File: src/rtl/alu_seq_param.sv
// rtl/alu_seq_param.sv - handshaked ALU: single-cycle add/sub/logic, iterative shift-add unsigned multiply
module alu_seq_param #(
  parameter int WIDTH = 8
) (
  input  logic               clock,
  input  logic               reset,
  input  logic               in_valid,
  output logic               in_ready,
  input  logic [2:0]         opcode,
  input  logic [WIDTH-1:0]   a,
  input  logic [WIDTH-1:0]   b,
  output logic               out_valid,
  input  logic               out_ready,
  output logic [2*WIDTH-1:0] Y,
  output logic               Cout,
  output logic               overflow,
  output logic               err
);

  localparam int CW = $clog2(WIDTH + 1);

  typedef enum logic [1:0] {S_IDLE, S_MUL, S_DONE} state_t;

  state_t             r_state;
  state_t             w_next;
  logic [2*WIDTH-1:0] r_y;
  logic               r_cout;
  logic               r_ovf;
  logic               r_err;
  logic [2*WIDTH-1:0] r_mcand;
  logic [2*WIDTH-1:0] r_acc;
  logic [WIDTH-1:0]   r_mplier;
  logic [CW-1:0]      r_cnt;

  logic               w_accept;
  logic               w_is_mul;
  logic               w_last_iter;
  logic [2*WIDTH-1:0] w_acc_next;
  logic [WIDTH:0]     w_sum;
  logic [WIDTH:0]     w_diff;
  logic [WIDTH-1:0]   w_res;
  logic               w_c;
  logic               w_o;
  logic               w_e;

  assign in_ready    = (r_state == S_IDLE) && !reset;
  assign out_valid   = (r_state == S_DONE);
  assign w_accept    = in_valid && in_ready;
  assign w_is_mul    = (opcode == 3'b101);
  assign w_last_iter = (r_cnt == CW'(WIDTH - 1));
  assign w_acc_next  = r_mplier[0] ? r_acc + r_mcand : r_acc;

  // Bit WIDTH of the widened difference is the unsigned borrow.
  assign w_sum  = {1'b0, a} + {1'b0, b};
  assign w_diff = {1'b0, a} - {1'b0, b};

  assign Y        = r_y;
  assign Cout     = r_cout;
  assign overflow = r_ovf;
  assign err      = r_err;

  always_comb begin
    w_res = '0;
    w_c   = 1'b0;
    w_o   = 1'b0;
    w_e   = 1'b0;
    case (opcode)
      3'b000: begin
        w_res = w_sum[WIDTH-1:0];
        w_c   = w_sum[WIDTH];
        w_o   = (a[WIDTH-1] == b[WIDTH-1]) && (w_sum[WIDTH-1] != a[WIDTH-1]);
      end
      3'b001: begin
        w_res = w_diff[WIDTH-1:0];
        w_c   = w_diff[WIDTH];
        w_o   = (a[WIDTH-1] != b[WIDTH-1]) && (w_diff[WIDTH-1] != a[WIDTH-1]);
      end
      3'b010:  w_res = a & b;
      3'b011:  w_res = a ^ b;
      3'b100:  w_res = a | b;
      3'b101:  w_res = '0;
      default: w_e   = 1'b1;
    endcase
  end

  always_ff @(posedge clock or posedge reset) begin
    if (reset) begin
      r_state <= S_IDLE;
    end else begin
      r_state <= w_next;
    end
  end

  always_comb begin
    w_next = r_state;
    case (r_state)
      S_IDLE:  if (w_accept) w_next = w_is_mul ? S_MUL : S_DONE;
      S_MUL:   if (w_last_iter) w_next = S_DONE;
      S_DONE:  if (out_ready) w_next = S_IDLE;
      default: w_next = S_IDLE;
    endcase
  end

  // Result registers only change on a single-cycle accept or the final multiply step.
  always_ff @(posedge clock or posedge reset) begin
    if (reset) begin
      r_y      <= '0;
      r_cout   <= 1'b0;
      r_ovf    <= 1'b0;
      r_err    <= 1'b0;
      r_mcand  <= '0;
      r_acc    <= '0;
      r_mplier <= '0;
      r_cnt    <= '0;
    end else begin
      case (r_state)
        S_IDLE: begin
          if (w_accept) begin
            if (w_is_mul) begin
              r_mcand  <= {{WIDTH{1'b0}}, a};
              r_mplier <= b;
              r_acc    <= '0;
              r_cnt    <= '0;
            end else begin
              r_y    <= {{WIDTH{1'b0}}, w_res};
              r_cout <= w_c;
              r_ovf  <= w_o;
              r_err  <= w_e;
            end
          end
        end
        S_MUL: begin
          r_acc    <= w_acc_next;
          r_mcand  <= r_mcand << 1;
          r_mplier <= r_mplier >> 1;
          r_cnt    <= r_cnt + CW'(1);
          if (w_last_iter) begin
            r_y    <= w_acc_next;
            r_cout <= 1'b0;
            r_ovf  <= 1'b0;
            r_err  <= 1'b0;
          end
        end
        default: ;
      endcase
    end
  end

endmodule

File: config.mk
export PLATFORM = sky130hd
export DESIGN_NAME = alu_seq_param
export DESIGN_NICKNAME = d
export VERILOG_FILES = /design/src/rtl/alu_seq_param.sv
export SDC_FILE = /design/constraint.sdc
export NUM_CORES = 1
export LEC_CHECK = 0
export CAP_MARGIN = 5
export CORE_UTILIZATION = 45
export CTS_CLUSTER_DIAMETER = 100
export CTS_CLUSTER_SIZE = 10
export DETAILED_ROUTE_END_ITERATION = 10
export GPL_TIMING_DRIVEN = 0
export PLACE_DENSITY = 0.75
export SETUP_SLACK_MARGIN = 0.3
export SLEW_MARGIN = 0
export SYNTH_ARGS = -nofsm -noshare
export SYNTH_HDL_FRONTEND = slang
export SYNTH_SLANG_ARGS = --single-unit
File: constraint.sdc
create_clock -name clock -period 7 [get_ports clock]
set_input_delay 1.4 -clock clock [delete_from_list [all_inputs] [get_ports clock]]
set_output_delay 1.4 -clock clock [all_outputs]
set_load 0.01 [all_outputs]
==> results of run 1 <==
[worst min path at each step]
stage	endpoint	slack, ps	cells past startpoint	startpoint
detailed placement	r_mplier[3]$_DFFE_PP0P_	470	2	r_mplier[4]$_DFFE_PP0P_
global placement	r_mplier[3]$_DFFE_PP0P_	460	2	r_mplier[4]$_DFFE_PP0P_
global route	r_mplier[3]$_DFFE_PP0P_	510	2	r_mplier[4]$_DFFE_PP0P_
CTS	r_mplier[2]$_DFFE_PP0P_	490	2	r_mplier[3]$_DFFE_PP0P_
finish	r_mplier[2]$_DFFE_PP0P_	490	2	r_mplier[3]$_DFFE_PP0P_
floorplan	r_mplier[0]$_DFFE_PP0P_	450	2	r_mplier[1]$_DFFE_PP0P_
[power breakdown]
group	leakage, nW	switching [W]	internal [W]
Clock	0.119	0.000165	0.000216
Combinational	1.67	0.000434	0.000342
Sequential	0.849	0.000116	0.000508
Total	2.63	0.000715	0.00107
[logic make-up after synthesis]
family,count (synthesis),synth area share [%]
fa+ha+maj,44,12.2
xor+xnor,17,3.16
mux,11,2.39
simple gates,187,17.6
compound gates,185,24.8
flops,65,34.5
buf+inv,58,5.34
[layout make-up]
type / count / area [sq um] / area share (%)
Sequential cell: 65 / 1630 / 29.3
Timing Repair Buffer: 43 / 440 / 7.93
Buffer: 31 / 150 / 2.70
Multi-Input combinational cell: 444 / 2830 / 51.0
Tap cell: 133 / 166 / 3.00
Clock inverter: 6 / 97.6 / 1.76
Clock buffer: 10 / 138 / 2.48
Inverter: 27 / 101 / 1.83
[state kept, by name, indices dropped and copies added (netlist names)]
register  cells
Y            16
err           1
overflow      1
r_cnt         4
r_mcand      16
r_state       2
r_mplier      8
r_acc        16
Cout          1
[cell usage after synthesis (4+ instances only)]
cell | count | area [sq um]
a31oi_1 | 7 | 43.8
clkbuf_1 | 21 | 78.8
a21oi_1 | 60 | 300
o22ai_1 | 7 | 43.8
ha_1 | 41 | 513
a211oi_1 | 5 | 37.5
nand4_1 | 6 | 37.5
a21o_1 | 17 | 128
dfrtp_1 | 65 | 1630
o21ai_1 | 8 | 40.0
nand3_1 | 11 | 55.1
o21ai_0 | 33 | 165
nand2_1 | 74 | 278
xnor2_1 | 10 | 87.6
inv_1 | 25 | 93.8
o21bai_1 | 5 | 37.5
o31ai_1 | 6 | 45.0
buf_6 | 4 | 45.0
mux2i_1 | 9 | 90.1
xor2_1 | 7 | 61.3
nor3_1 | 15 | 75.1
a221oi_1 | 4 | 35.0
nand2b_1 | 5 | 31.3
nor2_1 | 56 | 210
[routing by layer]
metal  part of all wire, %  wire (um)  track usage [%]  vias up
li1                      -          -                -     2131
met1                    46       5980             33.6     2199
met2                    46       6020             40.5      189
met3                   6.4        834             4.82       29
met4                   2.3        300             10.1        0
met5                     0          0                0        -
[metrics by stage]
stage,worst slack [ps],utilization [%],total power (W)
CTS,3020,55.8,0.00177
global route,2710,55.8,0.00190
floorplan,2730,-,0.00113
detailed placement,2720,53.4,0.00139
global placement,1270,53.2,0.00135
finish,3030,55.8,0.00178
[critical path: stages]
cell and delay [ps]:
clkdlybuf4s50_1 440, nor3_1 160, clkdlybuf4s50_1 570
==> flow_summary.yaml, run 1 <==
run_status:
  status: "completed"
finish:
  nets: 688
  diodes: 0
  final_common_cell: "nand2_1"
  area_growth_pct: 17.9
  postLayoutCellArea_sq_um: 5550
  instances_no_fill: 759
  nFillCells: 890
  layout-drive-gt1-share_pct: 5.43
  final_cell_mix: "nand2_1, dfrtp_1, a21oi_1, nor2_1, clkdlybuf4s50_1"
placed_design:
  dpl.hpwl_mm: 10.1
  port_buffers: 42
  place_area_sq_um: 5320
  placedCellCount: 743
  gp_congestion: 0.924
cts:
  clk_pin_slew_ps: 80
  cts_buffers: 9
  cts_buffer_depth: 2
  cts_resized: 0
  clkLatencyLatePin_ps: 350
  cts_tree: "done"
  clockRootBuffer: "clkbuf_8"
  h-tree-depth: 3
  postCtsSetupRepairBufs: 0
  clock_sinks: 65
  postCtsHoldBufs: 0
yosys:
  syn-cell-area_sq_um: 4710
  synthesis.nets: 634
  synth-edff-count: 0
  synth_warnings: 0
  syn_area_per_cell_sq_um: 8.31
  netlist_instances: 567
  ys.flop_type: "dfrtp_1"
  ys_seq_area_share_pct: 34.5
  async_flop_share_pct: 100
  yosys.cell_types.count: 63
  synth-seq-cells: 65
worst_setup_path:
  crit_fanout: 2
  crit_path_end: "in_ready"
  worst_ep_arrival_time_ps: 2570
  end_kind: "output port"
  rr_startpoint: "r_mcand[0]$_DFFE_PP0P_"
  cp-start-kind: "input pin"
  crit_path_start: "reset"
  r2r_cells: 9
  ff2ff_setup_slack_ps: 4260
  rr_endpoint: "Y[12]$_DFFE_PP0P_"
  crit_type: "input pin to output port"
  required_ps: 5600
timing:
  fin_crit_sh_pct: 56.8
  timing.setup.tns_ps: 0
  hold_viol_final: 0
  rsz0062_at_grt: "false"
  finalMaxSlewViolations: 0
  fin_hold_ws_ps: 489
  worstMarginPinSlew_ps: 584
  clock_skew_ps: 12.2
  setup_viol: 0
  fmax_ghz: 0.252
  min_period_ps: 3970
  relSlewSlack_pct: 61.1
floorplan:
  core_sq_um: 9950
  rows: 36
  dieArea_sq_um: 10900
  initial_utilization_pct: 47.3
  die-width_um: 104
  die_h_um: 104
  ios: 44
route:
  first_pass_iters: 5
  wirelength_mm: 13.1
  ant_nets: 0
  num_vias: 4548
  via_per_inst: 5.99
  wire_per_inst_um: 17.3
  drt_iter0_drc: 375
  drc: 0
worst_hold_path:
  hp-class: "register to register"
global_routing:
  grt_antenna_before_repair: 0
  grt_overflow_total: 0
  grt_pass1_wl_mm: 22.0
  grt_max_degree: 44
  grt_pass1_vias: 4515
  track_usage_pct: 25.3
power:
  leakage_nw: 2.63
  irDropWorstVdd_mv: 0.123
  p_per_area_nw_per_um2: 321
run:
  cap_violations: 0
Power figures use the tool's default switching activity.
==> inputs of run 2 (changes only) <==
clock period = 3.7 ns   (was 7 ns; I/O delays follow)
==> run 2 against run 1 <==
Sequential cell count did not move. Register-to-register slack got worse by 3300 ps. Final cell count did not move. Routed wire length fell by 0.89%. Highest routed layer unchanged. First-iteration DRC count is 19% lower. Combinational power is 88% higher. Cell area fell by 0.59%.
==> flow_summary.yaml, run 2 (same netlist as run 1, synthesis figures left out) <==
finish:
  final_cell_mix: "nand2_1, dfrtp_1, a21oi_1, nor2_1, clkdlybuf4s50_1"
  nets: 688
  layout-drive-gt1-share_pct: 5.43
  diodes: 0
  final_common_cell: "nand2_1"
  instances_no_fill: 759
  area_growth_pct: 17.2
cts:
  postCtsHoldBufs: 0
  cts_resized: 0
  postCtsSetupRepairBufs: 0
  clkLatencyLatePin_ps: 350
  cts_buffer_depth: 2
  cts_tree: "done"
  clk_pin_slew_ps: 90
  cts_buffers: 9
  h-tree-depth: 3
  clockRootBuffer: "clkbuf_8"
  clock_sinks: 65
timing:
  rsz0062_at_grt: "false"
  fin_hold_ws_ps: 485
  timing.setup.tns_ps: 0
  clock_skew_ps: 13.2
  finalMaxSlewViolations: 0
  min_period_ps: 3120
  setup_viol: 0
  worstMarginPinSlew_ps: 621
  hold_viol_final: 0
  relSlewSlack_pct: 58.6
  fmax_ghz: 0.321
  fin_crit_sh_pct: 84.3
  fin_ws_ps: 581
placed_design:
  dpl.hpwl_mm: 9.96
  gp_congestion: 0.949
  placedCellCount: 743
  port_buffers: 42
  place_ws_ps: 273
global_routing:
  grt_antenna_before_repair: 0
  grt_overflow_total: 0
  grt_pass1_wl_mm: 21.1
  grt_max_degree: 43
  track_usage_pct: 24.7
  grt_pass1_vias: 4199
route:
  drc: 0
  wire_per_inst_um: 17.1
  drt_iter0_drc: 305
  wirelength_mm: 13.0
  ant_nets: 0
  first_pass_iters: 6
  num_vias: 4549
  via_per_inst: 5.99
worst_setup_path:
  end_kind: "register"
  crit_type: "input pin to register"
  cpMaxStageDelayCell: "clkdlybuf4s50_1"
  crit_fanout: 4
  slowest_delay_ps: 580
  cp-start-kind: "input pin"
  required_ps: 3930
  critical_path.top_delay_family: "compound AO/OA/AOI/OAI gates"
  worst_ep_arrival_time_ps: 3350
  crit_path_cell_trace: "clkdlybuf4s50_1, inv_1, ha_1, o21ba_1, o311a_1, a211oi_1, o21a_1, nor3_1, o211ai_1, a31oi_1"
  critPathBufInv: 2
worst_hold_path:
  hp-class: "register to register"
floorplan:
  ios: 44
  core_sq_um: 9950
  initial_utilization_pct: 47.3
  die-width_um: 104
  die_h_um: 104
  rows: 36
  dieArea_sq_um: 10900
power:
  irDropWorstVdd_mv: 0.236
  p_per_area_nw_per_um2: 593
  leakage_nw: 2.62
run_status:
  status: "completed"
run:
  cap_violations: 0
[run 2: cell types whose count changed in the layout (fill, tap and decap cells not counted)]
cell | previous run | this run
inv_2 | 2 | 1
bufinv_16 | 2 | 1
inv_6 | 2 | 3
inv_8 | 1 | 0
clkinvlp_4 | 0 | 1
clkbuf_8 | 10 | 9
clkinv_2 | 0 | 2
[run 2: path summary, 6_finish.rpt]
path                                   startpoint                      end  slack (ps)  cells past startpoint
max                                          a[1]         Y[7]$_DFFE_PP0P_         580                     10
min                              Y[8]$_DFFE_PP0P_         Y[8]$_DFFE_PP0P_         480                      2
max reg2reg                r_mcand[0]$_DFFE_PP0P_        Y[12]$_DFFE_PP0P_         990                      9
min reg2reg                      Y[8]$_DFFE_PP0P_         Y[8]$_DFFE_PP0P_         480                      2
max in group asynchronous                   reset  r_mplier[0]$_DFFE_PP0P_        2290                      3
min in group asynchronous                   reset         Y[8]$_DFFE_PP0P_         810                      2
[run 2: layout make-up]
class                      instances  area (sq um)
fill                             904          4430
timing repair buffer              43           440
inverter                          27           105
sequential                        65          1630
buffer                            31           150
multi-input combinational        444          2830
clock inverter                     7          75.1
clock buffer                       9           124
tap                              133           166
[run 2: where the power goes]
group | internal, W | switching (W) | total [W]
Sequential | 0.000961 | 0.000224 | 0.00118
Combinational | 0.000644 | 0.000812 | 0.00146
Clock | 0.000317 | 0.000317 | 0.000635
Total | 0.00192 | 0.00135 | 0.00327
[run 2: layer usage]
layer  vias to the layer above  track usage [%]  wire length, um
met5                         -                0                0
met2                       210             38.5             5890
met4                         0             7.55              209
met3                        20             4.20              989
li1                       2126                -                -
met1                      2193             34.8             5920
[run 2: stage by stage]
step / total power [W] / cell area (sq um) / util [%]
finish: 0.00327 / 5520 / 55.5
global route: 0.00350 / 5520 / 55.5
CTS: 0.00325 / 5520 / 55.5
detailed placement: 0.00262 / 5320 / 53.5
global placement: 0.00256 / 5300 / 53.3
floorplan: 0.00215 / 4710 / -
[run 2: worst register-to-register path, delay by kind of cell (launching register included)]
family | cells | cell delay, ps
compound gates | 4 | 1010
xor+xnor | 1 | 170
fa+ha+maj | 2 | 680
flops | 1 | 410
simple gates | 2 | 350
